`src/rtl/paddle_encoder_input.sv`:
```
// Encoder/button front end: per-channel sync, debounce, quadrature decode and a saturating position.
// Define QUAD_X4_EN for full x4 Gray decode with an err strobe; default is x1 decode on rising A.
module paddle_encoder_input #(
    parameter int unsigned CHANNELS     = 2,
    parameter int unsigned DEBOUNCE_CNT = 8,
    parameter int unsigned POS_W        = 4,
    parameter int unsigned POS_MAX      = 12,
    parameter int unsigned POS_INIT     = 6
) (
    input  logic                      wb_clk_i,
    input  logic                      reset_n,
    input  logic                      active,
    input  logic                      clear,
    input  logic [CHANNELS-1:0]       enc_a,
    input  logic [CHANNELS-1:0]       enc_b,
    output logic [CHANNELS*POS_W-1:0] pos,
    output logic [CHANNELS-1:0]       step,
    output logic [CHANNELS-1:0]       dir,
`ifdef QUAD_X4_EN
    output logic [CHANNELS-1:0]       sat,
    output logic [CHANNELS-1:0]       err
`else
    output logic [CHANNELS-1:0]       sat
`endif
);

    localparam int unsigned CNT_W = $clog2(DEBOUNCE_CNT + 1);
    localparam logic [CNT_W-1:0] CNT_LAST = CNT_W'(DEBOUNCE_CNT - 1);
    localparam logic [POS_W-1:0] POS_TOP  = POS_W'(POS_MAX);
    localparam logic [POS_W-1:0] POS_RST  = POS_W'(POS_INIT);

    for (genvar ch = 0; ch < CHANNELS; ch++) begin : g_ch
        // bit 0 carries A, bit 1 carries B through sync and debounce
        logic [1:0]       raw;
        logic [1:0]       s1;
        logic [1:0]       s2;
        logic [1:0]       deb;
        logic [CNT_W-1:0] cnt [2];
        logic             a_prev;
        logic             ev_c;
        logic             up_c;
        logic [POS_W-1:0] pos_q;
        logic             step_q;
        logic             sat_q;
        logic             dir_q;
`ifdef QUAD_X4_EN
        logic             b_prev;
        logic             bad_c;
        logic             err_q;
`endif

        assign raw = {enc_b[ch], enc_a[ch]};

        // Two-flop synchroniser followed by a stable-count debouncer per input
        always_ff @(posedge wb_clk_i or negedge reset_n) begin
            if (!reset_n) begin
                s1     <= '0;
                s2     <= '0;
                deb    <= '0;
                a_prev <= 1'b0;
`ifdef QUAD_X4_EN
                b_prev <= 1'b0;
`endif
                for (int j = 0; j < 2; j++) cnt[j] <= '0;
            end else begin
                s1     <= raw;
                s2     <= s1;
                a_prev <= deb[0];
`ifdef QUAD_X4_EN
                b_prev <= deb[1];
`endif
                for (int j = 0; j < 2; j++) begin
                    if (s2[j] == deb[j]) begin
                        cnt[j] <= '0;
                    end else if (cnt[j] == CNT_LAST) begin
                        deb[j] <= s2[j];
                        cnt[j] <= '0;
                    end else begin
                        cnt[j] <= cnt[j] + CNT_W'(1);
                    end
                end
            end
        end

`ifdef QUAD_X4_EN
        // Gray decode on {prev a, prev b, a, b}; a double-bit jump is an error
        always_comb begin
            ev_c  = 1'b0;
            up_c  = 1'b0;
            bad_c = 1'b0;
            case ({a_prev, b_prev, deb[0], deb[1]})
                4'b0001, 4'b0111, 4'b1110, 4'b1000: begin
                    ev_c = 1'b1;
                    up_c = 1'b1;
                end
                4'b0100, 4'b1101, 4'b1011, 4'b0010: ev_c = 1'b1;
                4'b0011, 4'b1100, 4'b0110, 4'b1001: bad_c = 1'b1;
                default: ;
            endcase
        end
`else
        // Rising A is the only event; held B selects the direction
        always_comb begin
            ev_c = deb[0] & ~a_prev;
            up_c = ~deb[1];
        end
`endif

        // Saturating position counter with single-cycle strobes
        always_ff @(posedge wb_clk_i or negedge reset_n) begin
            if (!reset_n) begin
                pos_q  <= POS_RST;
                step_q <= 1'b0;
                sat_q  <= 1'b0;
                dir_q  <= 1'b0;
`ifdef QUAD_X4_EN
                err_q  <= 1'b0;
`endif
            end else begin
                step_q <= 1'b0;
                sat_q  <= 1'b0;
`ifdef QUAD_X4_EN
                err_q  <= 1'b0;
`endif
                if (clear) begin
                    pos_q <= POS_RST;
                end else if (active && ev_c) begin
                    if (up_c) begin
                        if (pos_q < POS_TOP) begin
                            pos_q  <= pos_q + POS_W'(1);
                            step_q <= 1'b1;
                            dir_q  <= 1'b1;
                        end else begin
                            sat_q  <= 1'b1;
                        end
                    end else begin
                        if (pos_q != '0) begin
                            pos_q  <= pos_q - POS_W'(1);
                            step_q <= 1'b1;
                            dir_q  <= 1'b0;
                        end else begin
                            sat_q  <= 1'b1;
                        end
                    end
`ifdef QUAD_X4_EN
                end else if (active && bad_c) begin
                    err_q <= 1'b1;
`endif
                end
            end
        end

        assign pos[ch*POS_W +: POS_W] = pos_q;
        assign step[ch]               = step_q;
        assign sat[ch]                = sat_q;
        assign dir[ch]                = dir_q;
`ifdef QUAD_X4_EN
        assign err[ch]                = err_q;
`endif
    end

endmodule

```
`config.mk`:
```
export PLATFORM = sky130hd
export DESIGN_NAME = paddle_encoder_input
export DESIGN_NICKNAME = d
export VERILOG_FILES = /design/src/rtl/paddle_encoder_input.sv
export SDC_FILE = /design/constraint.sdc
export NUM_CORES = 1
export LEC_CHECK = 0
export ABC_AREA = 1
export ABC_CLOCK_PERIOD_IN_PS = 1850
export CELL_PAD_IN_SITES_DETAIL_PLACEMENT = 2
export CELL_PAD_IN_SITES_GLOBAL_PLACEMENT = 2
export CORE_UTILIZATION = 32
export DETAILED_ROUTE_END_ITERATION = 6
export PLACE_DENSITY_LB_ADDON = 0.1
export SETUP_SLACK_MARGIN = 0.15
export SLEW_MARGIN = 20
export SYNTH_ARGS = -nofsm -noshare
export SYNTH_HDL_FRONTEND = slang
export SYNTH_SLANG_ARGS = --single-unit
```
`constraint.sdc`:
```
create_clock -name wb_clk_i -period 1.85 [get_ports wb_clk_i]
set_input_delay 0.37 -clock wb_clk_i [delete_from_list [all_inputs] [get_ports wb_clk_i]]
set_output_delay 0.37 -clock wb_clk_i [all_outputs]
set_load 0.05 [all_outputs]
```
==> results of run 1 <==
-- registers in the layout (all words and copies together) (netlist names) --
name,flops
g_ch.cnt,16
g_ch.pos_q,8
g_ch.s2,4
g_ch.s1,4
g_ch.step_q,2
g_ch.sat_q,2
g_ch.a_prev,2
g_ch.dir_q,2
g_ch.deb,4
-- cells in the mapped netlist, drive strengths merged --
master / instances / share of area
fa: 2 / 0.019
nor3: 1 / 0.0024
buf: 6 / 0.021
dfstp: 4 / 0.050
o21ai: 2 / 0.0048
or2: 2 / 0.0060
ha: 8 / 0.048
nand4: 6 / 0.018
inv: 27 / 0.048
nand3: 20 / 0.052
mux2: 2 / 0.011
a21oi: 3 / 0.0071
dfrtp: 40 / 0.48
nor2: 33 / 0.064
nand2: 63 / 0.12
xnor2: 4 / 0.017
o21bai: 3 / 0.011
xor2: 4 / 0.017
nor3b: 3 / 0.011
-- path summary, 6_finish.rpt --
kind / start / to / slack [ns] / depth (start not counted)
min in group wb_clk_i: g_ch[0].s1[1] / g_ch[0].s2[1] / 0.36 / 0
max in group asynchronous: reset_n / g_ch[1].dir_q / 1.32 / 2
setup reg to reg: g_ch[1].pos_q[2] / g_ch[1].pos_q[3] / 0.30 / 7
setup / recovery: g_ch[1].pos_q[2] / g_ch[1].pos_q[3] / 0.30 / 7
hold / removal: reset_n / g_ch[0].cnt[4] / 0.14 / 2
hold reg to reg: g_ch[0].s1[1] / g_ch[0].s2[1] / 0.36 / 0
-- stage by stage --
step / area (um2) / setup WS [ns] / instances / hold WS [ns]
after global placement: 2410 / 0.211 / 329 / 0.334
after detailed placement: 2410 / 0.165 / 329 / 0.340
after global routing: 2500 / 0.178 / 337 / 0.182
after floorplan: 2100 / 0.249 / 233 / 0.0744
after CTS: 2500 / 0.273 / 337 / 0.161
final: 2500 / 0.298 / 337 / 0.141
-- logic make-up after synthesis --
| group | after synthesis | synth area share |
|---|---|---|
| compound gates | 8 | 0.0226 |
| simple gates | 128 | 0.270 |
| buf+inv | 33 | 0.0697 |
| mux | 2 | 0.0107 |
| fa+ha+maj | 10 | 0.0667 |
| flops | 44 | 0.527 |
| xor+xnor | 8 | 0.0333 |
-- routing by layer --
layer  GRT usage  vias to the layer above
li1            -                      775
met2       0.261                       19
met4      0.0423                        0
met5           0                        -
met1       0.178                      787
met3      0.0308                        6
-- power groups by stage --
stage | logic [W] | clock network [W] | registers (W)
3_3_place_gp | 0.00159 | 0 | 0.00152
2_1_floorplan | 0.000908 | 0 | 0.00165
3_5_place_dp | 0.00163 | 0 | 0.00153
6_report | 0.00160 | 0.000641 | 0.00150
4_1_cts | 0.00164 | 0.000675 | 0.00151
5_1_grt | 0.00181 | 0.000715 | 0.00154
-- worst max-delay path: stages, from the launching register on --
cell	delay, ns
dfstp_2	0.63
ha_1	0.30
a21oi_1	0.21
nand2_1	0.07
nand2_1	0.06
nand2_1	0.06
nand2_1	0.07
nand2_1	0.04
-- cell type report --
class	count	area (um2)	area share
Tap cell	77	96.3	0.0385
Timing Repair Buffer	25	253	0.101
Clock inverter	2	15.0	0.00600
Clock buffer	6	82.6	0.0330
Sequential cell	44	1110	0.442
Inverter	27	101	0.0405
Multi-Input combinational cell	156	848	0.339
==> metrics.txt, run 1 <==
outcome finished clean; Seq cells post-synth 44; Setup Buffers After CTS 0; pin count of the biggest net entering global routing 45; P_int 0.00218 W; Syn. warnings 0; remaining antenna violation count after routing 0; CP Capture Type flip-flop; DP HPWL 3.44 mm; maximum vdd drop 0.000577 V; Syn Nets 251; initial antenna violation count 0; Post-Synthesis Cell Area 2100 um2; commonest non-fill, non-tap cell in the layout nand2_1; total power 0.00374 W; overall routing resource usage 0.147; Comb pwr share 0.427; clk sink count 44; most frequent cells in the layout nand2_1 (59), dfrtp_1 (40), nor2_1 (31), inv_1 (24), nand3_1 (18); Placer Congestion 0.701; final core occ 0.394; post-cts sizing count 2; Reg clk slew, reported paths 0.09 ns; WP data required 2.04 ns; post-synthesis sequential area ratio 0.527; setup TNS 0 ns; number of fill cells 701; Inserted Clock Buffers 5; # DRC 0; met3 WL 99 um; # rows 29; routed vias 1587; Net Sw Frac 0.418; CP max FO 7; first-pass GRT wire length 8.13 mm; Worst Tran Pin Value 0.567 ns; Clk Tree Root Cell clkbuf_8; area grow syn2layout 19.1%; Hold/Removal Path Class primary input to asynchronous set/reset pin; Layout Nets 277; TritonRoute pass-1 iters 4; Worst EP arrival 1.74 ns; gr ovfl total 0; Distinct cells, synth 25; Routed met2 length 2.37 mm; Leak Pwr 1.27 nW; wl on met1 2.03 mm; RSZ-0062 raised after global routing false; Die ar. 6890 um2; 1st-iter DRT viols 33; IO Pins 22; WL final 4.54 mm; Clk network pwr share 0.171; Die H 83.0 um; wire per inst 13.5 um; share of power burned in registers 0.402; Slew HR 0.622; Mapped Cells 233; Via density 4.71; clk_lat worst skew 0.30 ns; period utilisation layout 0.839; Setup crit start kind flip-flop; maximum clock frequency 0.644 GHz; Initial Util 0.331; port bufs 21; crit path time final 1.55 ns; share of cells above drive strength 1 0.165; Max H-tree Level 2; switching pwr 0.00156 W; vias in the first global route 1729; Max Slew Vio Count 0; ANT cells 0; Max clock buf depth 2; Final Hold Vio Count 0; core box area 6350 um2; CTS tree built; DR top layer met4; Pwr per Cell Area 1490 nW/um2; Syn Area/Cell 9.02 um2; Die X 83.0 um; Max Cap Violations 0; Final Skew 0.00739 ns; hold_buf cts 0; final setup violation count 0; worst setup path category flip-flop to flip-flop
Note: power is estimated with default switching activity, not from simulation.
==> run 2: changes to the inputs <==
--- a/config.mk
+++ b/config.mk
@@ -6,10 +6,10 @@
 export NUM_CORES = 1
 export LEC_CHECK = 0
 export ABC_AREA = 1
-export ABC_CLOCK_PERIOD_IN_PS = 1850
+export ABC_CLOCK_PERIOD_IN_PS = 1300
 export CELL_PAD_IN_SITES_DETAIL_PLACEMENT = 2
 export CELL_PAD_IN_SITES_GLOBAL_PLACEMENT = 2
-export CORE_UTILIZATION = 32
+export CORE_UTILIZATION = 31
 export DETAILED_ROUTE_END_ITERATION = 6
 export PLACE_DENSITY_LB_ADDON = 0.1
 export SETUP_SLACK_MARGIN = 0.15
==> constraint.sdc (replaced) <==
create_clock -name wb_clk_i -period 1.3 [get_ports wb_clk_i]
set_input_delay 0.26 -clock wb_clk_i [delete_from_list [all_inputs] [get_ports wb_clk_i]]
set_output_delay 0.26 -clock wb_clk_i [all_outputs]
set_load 0.05 [all_outputs]
==> metrics.txt, run 2 (synthesis results as in run 1) <==
max reg flops 16 (unchanged); Max Slew Vio Count 0 (unchanged); clk_lat worst skew 0.31 ns (was 0.30 ns); WL final 7.14 mm (was 4.54 mm); Inserted Clock Buffers 5 (unchanged); final setup violation count 16 (was 0); Reg clk slew, reported paths 0.09 ns (about the same); 1st-iter DRT viols 39 (was 33); Setup crit start kind flip-flop (unchanged); CP most frequent cell nand2_1 (unchanged); Clk Tree Root Cell clkbuf_8 (unchanged); Die X 84.3 um (was 83.0 um); crit path time final 1.52 ns (was 1.55 ns); DP HPWL 3.91 mm (was 3.44 mm); Via density 4.90 (was 4.71); Initial Util 0.325 (was 0.331); routed vias 1917 (was 1587); Max Cap Violations 0 (unchanged); core box area 6460 um2 (was 6350 um2); # rows 29 (unchanged); period utilisation layout 1.17 (was 0.839); CP cell instances buf_8, buf_12, nand4_1, nand3_2, nand2_1, nand2_1 (was ha_1, a21oi_1, nand2_1, nand2_1, nand2_1, nand2_1, nand2_1); placed insts 351 (was 329); Storage cell area 1130 um2 (was 1110 um2); slowest cell delay on critical path 0.66 ns (was 0.63 ns); gr ovfl total 0 (unchanged); Max clock buf depth 2 (unchanged); maximum clock frequency 0.656 GHz (was 0.644 GHz); failing checks DRC, setup timing; maximum vdd drop 0.00120 V (was 0.000577 V); setup slack after layout -0.224 ns (was 0.298 ns); Worst EP arrival 1.78 ns (was 1.74 ns); Layout Nets 331 (was 277); worst setup path category flip-flop to flip-flop (unchanged); Final Skew 0.00237 ns (was 0.00739 ns); Worst Path Buf+Inv 2 (was 0); TritonRoute pass-1 iters 6 (was 4); hold path start g_ch[0].s1[0]; area of the multi-input gates 1200 um2 (was 848 um2); R2R Path Start g_ch[0].pos_q[2] (was g_ch[1].pos_q[2]); Slew HR 0.776 (was 0.622); initial antenna violation count 0 (unchanged); pin count of the biggest net entering global routing 45 (unchanged); Max H-tree Level 2 (unchanged); # DRC 6 (was 0); Worst path slowest cell dfstp_4 (was dfstp_2); RSZ-0062 raised after global routing true (was false); Hold/Removal Path Class flip-flop to flip-flop (was primary input to asynchronous set/reset pin); share of cells above drive strength 1 0.538 (was 0.165); port bufs 21 (unchanged); total power 0.00778 W (was 0.00374 W); area grow syn2layout 68.4% (was 19.1%); number of fill cells 645 (was 701); commonest non-fill, non-tap cell in the layout nand2_1 (unchanged); vias in the first global route 2062 (was 1729); Placer Congestion 0.726 (was 0.701); Die H 84.3 um (was 83.0 um); first-pass GRT wire length 10.5 mm (was 8.13 mm); Reg with most FFs g_ch.cnt (unchanged); remaining antenna violation count after routing 0 (unchanged); CP max FO 5 (was 7); IO Pins 22 (unchanged); hold_ws 0.355 ns (was 0.141 ns); ANT cells 0 (unchanged); clk sink count 44 (unchanged); WP data required 1.55 ns (was 2.04 ns); Worst setup startpoint g_ch[0].pos_q[2] (was g_ch[1].pos_q[2]); delay-heaviest family, CP flip-flops (unchanged); biggest regs g_ch.cnt x16, g_ch.pos_q x8 (unchanged); Die ar. 7110 um2 (was 6890 um2); Pwr per Cell Area 2200 nW/um2 (was 1490 nW/um2); overall routing resource usage 0.193 (was 0.147); most frequent cells in the layout nand2_1 (47), buf_4 (40), dfrtp_1 (34), inv_1 (19), buf_12 (18) (was nand2_1 (59), dfrtp_1 (40), nor2_1 (31), inv_1 (24), nand3_1 (18)); wire per inst 18.3 um (was 13.5 um); Layout Cells excl Fill 391 (was 337); outcome complete, but fails checks (was finished clean); CP Capture Type flip-flop (unchanged); Leak Pwr 1.66 nW (was 1.27 nW); Worst Tran Pin Value 0.334 ns (was 0.567 ns); Final Hold Vio Count 0 (unchanged); CTS tree built (unchanged)
-- run 2: cell count changes in the layout (fill, tap and decap cells not counted), sizes merged --
cell / previous run / this run
bufinv: 0 / 1
clkbuf: 6 / 5
clkinvlp: 2 / 1
buf: 17 / 72
inv: 27 / 28
dlygate4sd2: 2 / 0
dlygate4sd3: 0 / 1
-- run 2: what timing repair did --
action,4_1_cts,5_1_grt
hold buffers,1,0
setup endpoints to repair,34,40
endpoints found under the hold margin,40,0
pin swaps,28,24
buffers inserted,19,12
resized for setup,48,41
-- run 2: layout make-up --
class	count	share of cell area
Clock buffer	5	0.0194
Clock inverter	3	0.0131
Inverter	27	0.0301
Multi-Input combinational cell	156	0.340
Sequential cell	44	0.319
Tap cell	77	0.0272
Timing Repair Buffer	79	0.251
-- run 2: stage by stage --
step / setup WS, ns / setup TNS (ns) / instance area [um2] / utilization
after floorplan: -0.201 / -0.967 / 2170 / -
after global placement: -0.192 / -1.78 / 2790 / 0.432
after detailed placement: -0.203 / -2.04 / 2790 / 0.432
after CTS: -0.168 / -1.79 / 3250 / 0.504
after global routing: -0.271 / -3.22 / 3540 / 0.548
final: -0.224 / -2.49 / 3540 / 0.548
-- run 2: layer usage --
layer	track usage	up-vias	wire length [um]	part of all wire
met4	0.0517	0	125	0.018
met3	0.0413	9	162	0.023
met2	0.363	28	3970	0.56
li1	-	885	-	-
met1	0.220	995	2880	0.40
met5	0	-	0	0
-- run 2: final timing paths --
check | to | slack (ns) | cells past startpoint
worst max register to register | g_ch[0].pos_q[2] | -0.22 | 6
worst min-delay path | g_ch[0].s2[0] | 0.35 | 0
worst max-delay path | g_ch[0].pos_q[2] | -0.22 | 6
worst min register to register | g_ch[0].s2[0] | 0.35 | 0
min in group asynchronous | g_ch[1].cnt[1] | 0.46 | 3
max in group asynchronous | g_ch[0].pos_q[2] | 0.58 | 3
-- run 2: power by group --
group	internal, W	switching, W	total [W]
clock	0.000579	0.000529	0.00111
sequential	0.00181	0.000422	0.00223
combinational	0.00224	0.00220	0.00444
total	0.00463	0.00315	0.00778
==> RTL change 1, RTL diff (config.mk and constraints of run 1) <==
Build with the macro `QUAD_X4_EN` defined.
--- a/src/rtl/paddle_encoder_input.sv
+++ b/src/rtl/paddle_encoder_input.sv
@@ -1,5 +1,7 @@
 // Encoder/button front end: per-channel sync, debounce, quadrature decode and a saturating position.
 // Define QUAD_X4_EN for full x4 Gray decode with an err strobe; default is x1 decode on rising A.
+`define QUAD_X4_EN
+
 module paddle_encoder_input #(
     parameter int unsigned CHANNELS     = 2,
     parameter int unsigned DEBOUNCE_CNT = 8,
Behaviour (old outputs only; new: err): no difference found for any inputs over 10 cycles, from zero or initial values and one cycle with reset_n low; that may be too few to reach the edited logic, so the function may still have changed.
==> RTL change 1 against run 1 <==
  * Sequential cell count grew 4
  * Sequential power grew 11%
  * Highest routed layer unchanged
  * Area after synthesis is 12% higher
  * Non-clock buffer count grew 17
  * Setup slack worse by 53 ps
  * Core utilization grew 3.5 points
  * Largest power group unchanged
  * Power increased by 38%
  * Fmax fell by 3.3%
  * Routed wire length grew 28%
  * Design area increased by 19%
==> RTL change 1: results (changes against run 1) <==
Status
  – Status: completed

Worst setup path
  – RR Endpoint: g_ch[1].pos_q[1]
  – Setup slack, reg-to-reg: 250 ps (-50 ps)
  – Slowest CP cell: dfrtp_1
  – Largest delay share family, worst path: simple AND/OR/NAND/NOR gates
  – Crit path max fanout: 3 (-4)
  – Worst EP arrival: 1860 ps (+120 ps)
  – Delay of the slowest critical-path stage: 390 ps (-240 ps)
  – Worst r2r path cells: 10 (+3)

Logic synthesis
  – Seq/Total Area, Yosys: 0.511 (-0.0159)
  – XOR/XNOR Fraction of Synth Area: 0.0620 (+0.0286)
  – Synth Area in Adders: 0.0318 (-0.0349)
  – Area contributors post-synth: dfrtp_1 (47%), nand2_1 (11%), inv_1 (6.0%)
  – Post-synth cell types: 27 (+8.0%)
  – Commonest cells in the netlist: nand2_1 (72), dfrtp_1 (44), inv_1 (38)
  – Syn Nets: 291 (+16%)
  – Mean area per synthesized cell: 8.53 um^2 (-5.4%)

Timing
  – Slew Limit Headroom: 0.668 (+0.0454)
  – Final Skew: 10.0 ps (+2.60 ps)
  – Hold slack final: 37.0 ps (-104 ps)

Routing
  – WL/cell: 14.0 um (+3.6%)
  – Wl on met1: 2.77 mm (+37%)
  – Vias: 1914 (+21%)
  – Initial detailed-routing violation count: 34 (+3.0%)
  – Met2 wire length: 2.76 mm (+16%)
  – Met3 wire len: 150 um (+52%)
  – TritonRoute pass-1 iters: 2 (-2)

Global route
  – Largest net degree at the start of global routing: 49 (+8.9%)
  – First-pass GRT wire length: 9.78 mm (+20%)
  – Vias in the first global route: 2060 (+19%)

Place
  – Detailed Place HPWL: 4.25 mm (+24%)
  – Gpl congestion: 0.736 (+4.9%)

Layout
  – Fin nets: 332 (+20%)
  – Ratio of cells with drive above 1 in the final layout: 0.197 (+0.0321)

Power and ir drop
  – Worst vdd ir: 0.000580 V (+0.50%)
==> RTL change 1: through the flow <==
step / instance area (um^2) / setup slack, ps
after floorplan: 2360 / 166
after global routing: 2980 / 118
after global placement: 2760 / 144
after CTS: 2880 / 162
after detailed placement: 2760 / 109
final: 2980 / 245
==> RTL change 1: worst max-delay path by stage <==
stage	to	slack [ps]
floorplan	g_ch[1].pos_q[1]	170
global placement	g_ch[1].pos_q[3]	140
detailed placement	g_ch[1].dir_q	110
CTS	g_ch[1].pos_q[1]	160
global route	g_ch[0].pos_q[2]	120
finish	g_ch[1].pos_q[1]	250
==> RTL change 1: logic make-up after synthesis <==
family	Yosys count
adder cells (fa/ha/maj)	6
AO/OA/AOI/OAI	18
flip-flops	48
XOR/XNOR	15
buffers and inverters	46
AND/OR/NAND/NOR	144
==> RTL change 1: final cells by class <==
type / instances / area (um^2)
multi-input combinational: 183 / 1010
clock buffer: 6 / 82.6
timing repair buffer: 42 / 383
sequential: 48 / 1210
inverter: 38 / 143
tap: 96 / 120
clock inverter: 2 / 38.8
fill: 799 / 3960
==> RTL change 1: worst register-to-register path: stages (launching register included) <==
cell and delay, ps:
dfrtp_1 390, buf_4 150, xor2_4 160, nand2_4 70
nand2_1 60, nand2_1 70, inv_1 40, ha_1 260
or2_4 220, nand2_1 60, nand2_1 60
==> RTL change 1: report_power, final <==
part	internal (mW)	leakage, nW	switching [mW]
clock network	0.443	0.0614	0.392
logic	1.03	0.870	1.63
registers	1.36	0.613	0.311
total	2.83	1.55	2.33
==> RTL change 1: repair_timing <==
| item | in CTS | in global routing |
|---|---|---|
| hold endpoints to repair | 0 | 0 |
| hold buffers | 0 | 0 |
| pin swaps | 1 | 7 |
| setup endpoints to repair | 7 | 8 |
| buffers inserted | 0 | 7 |
| resized for setup | 5 | 13 |
==> RTL change 1: routing by layer <==
| metal | global-route usage | up-vias |
|---|---|---|
| met5 | 0 | - |
| met4 | 0.0626 | 0 |
| met3 | 0.0311 | 11 |
| met2 | 0.269 | 27 |
| met1 | 0.225 | 936 |
| li1 | - | 940 |
==> RTL change 2, RTL diff (config.mk and constraints of run 1) <==
Made on the original files. Register the inputs `clear`, `enc_a` and `enc_b` before use. The logic sees them one clock later. The other inputs are not delayed to match.
--- a/src/rtl/paddle_encoder_input.sv
+++ b/src/rtl/paddle_encoder_input.sv
@@ -29,6 +29,16 @@
     localparam logic [POS_W-1:0] POS_TOP  = POS_W'(POS_MAX);
     localparam logic [POS_W-1:0] POS_RST  = POS_W'(POS_INIT);
 
+    logic clear_q;
+    logic [CHANNELS-1:0] enc_a_q;
+    logic [CHANNELS-1:0] enc_b_q;
+
+    always_ff @(posedge wb_clk_i) begin
+        clear_q <= clear;
+        enc_a_q <= enc_a;
+        enc_b_q <= enc_b;
+    end
+
     for (genvar ch = 0; ch < CHANNELS; ch++) begin : g_ch
         // bit 0 carries A, bit 1 carries B through sync and debounce
         logic [1:0]       raw;
@@ -49,7 +59,7 @@
         logic             err_q;
 `endif
 
-        assign raw = {enc_b[ch], enc_a[ch]};
+        assign raw = {enc_b_q[ch], enc_a_q[ch]};
 
         // Two-flop synchroniser followed by a stable-count debouncer per input
         always_ff @(posedge wb_clk_i or negedge reset_n) begin
@@ -122,7 +132,7 @@
 `ifdef QUAD_X4_EN
                 err_q  <= 1'b0;
 `endif
-                if (clear) begin
+                if (clear_q) begin
                     pos_q <= POS_RST;
                 end else if (active && ev_c) begin
                     if (up_c) begin
Behaviour: no difference found for any inputs over 10 cycles, from zero or initial values and one cycle with reset_n low; that may be too few to reach the edited logic, so the function may still have changed.
==> RTL change 2 against run 1 <==
  * Design area up 3.3%
  * Via count up 3.0%
  * Sequential cell count rose by 5
  * Power shrank 1.3%
  * Setup slack lost 49 ps
  * Routed wire length is 3.1% higher
  * Sequential share of layout area up 2.5 points
  * Area after synthesis is 5.0% higher
  * Worst hold slack lost 130 ps
  * Critical path type unchanged
  * Highest routed layer unchanged
==> RTL change 2: results (changes against run 1) <==
Logic synthesis
  – Area contributors post-synth: dfrtp_1 (45%), nand2_1 (9.7%), nor2_1 (5.8%)
  – Syn Nets: 257 (+2.4%)
  – Post-synth cell types: 23 (-8.0%)
  – Cell Area, Synth: 2210 um^2 (+5.0%)
  – Synthesized instance count: 239 (+2.6%)
  – Commonest cells in the netlist: nand2_1 (57), dfrtp_1 (40), nor2_1 (34)
  – Seq/Total Area, Yosys: 0.547 (+0.0203)

Layout
  – Register area: 1210 um^2 (+9.2%)
  – Signal inverters: 25 (-7.4%)
  – Clk cell area share: 0.0334 (-0.00559)
  – Multi-input gate share of total cell area: 0.333 (-0.00583)
  – Fillcell total: 726 (+3.6%)
  – Plain + repair buffers: 23 (-8.0%)
  – Ratio of cells with drive above 1 in the final layout: 0.148 (-0.0177)
  – Non-clock buffer share: 0.0925 (-0.00851)
  – Final cell count without fillers: 341 (+1.2%)

Clock tree
  – # resized after CTS: 3 (+1)

Power and ir drop
  – Total leakage power: 1.29 nW (+0.90%)
  – Power per cell area: 1430 nW/um^2 (-4.4%)
  – Register share of total power: 0.434 (+0.032)
  – Pint: 2.18 mW (+0.28%)
  – Comb pwr: 1.46 mW (-9%)
  – Worst vdd ir: 0.000547 V (-5.2%)

Place
  – Placed insts: 332 (+0.91%)
  – Placed standard-cell area: 2490 um^2 (+3.6%)
  – Detailed Place HPWL: 3.60 mm (+4.9%)

Routing
  – Met2 wire length: 2.30 mm (-3.0%)
  – WL final: 4.69 mm (+3.1%)
  – Initial detailed-routing violation count: 27 (-18%)
  – Met3 wire len: 109 um (+10%)
  – Wl on met1: 2.20 mm (+8.3%)

Global route
  – Largest net degree at the start of global routing: 26 (-42%)
  – Vias in the first global route: 1752 (+1.3%)
  – GRT met2 Usage: 0.247 (-0.0137)
  – Met3 GRT Util: 0.0331 (+0.00226)
  – First-pass GRT wire length: 8.25 mm (+1.5%)

Worst setup path
  – Crit path max fanout: 5 (-2)
  – Worst EP arrival: 1850 ps (+110 ps)

Status
  – Status: completed

Timing
  – Final Skew: 4.62 ps (-2.77 ps)
  – Worst slew pin tran: 492 ps (-74.7 ps)
==> RTL change 2: worst paths after layout <==
path	start	end	slack (ps)	depth (start not counted)
worst min register to register	enc_b_q[0]	g_ch[0].s1[1]	330	0
max in group asynchronous	reset_n	g_ch[0].pos_q[2]	1250	2
worst max register to register	g_ch[0].pos_q[1]	g_ch[0].pos_q[2]	250	6
min in group wb_clk_i	enc_b_q[0]	g_ch[0].s1[1]	330	0
worst min-delay path	reset_n	g_ch[1].cnt[5]	20	1
worst max-delay path	g_ch[0].pos_q[1]	g_ch[0].pos_q[2]	250	6
==> RTL change 2: logic make-up (layout without fill, tap and decap cells) <==
family,Yosys count,after routing,share of synthesized area
xor gates and xnor gates,9,9,0.0357
AOI/OAI and AO/OA,12,12,0.0329
DFF,49,49,0.547
buffers and inverters,31,56,0.0630
adders and majority gates,10,10,0.0635
and+or+nand+nor,128,128,0.258
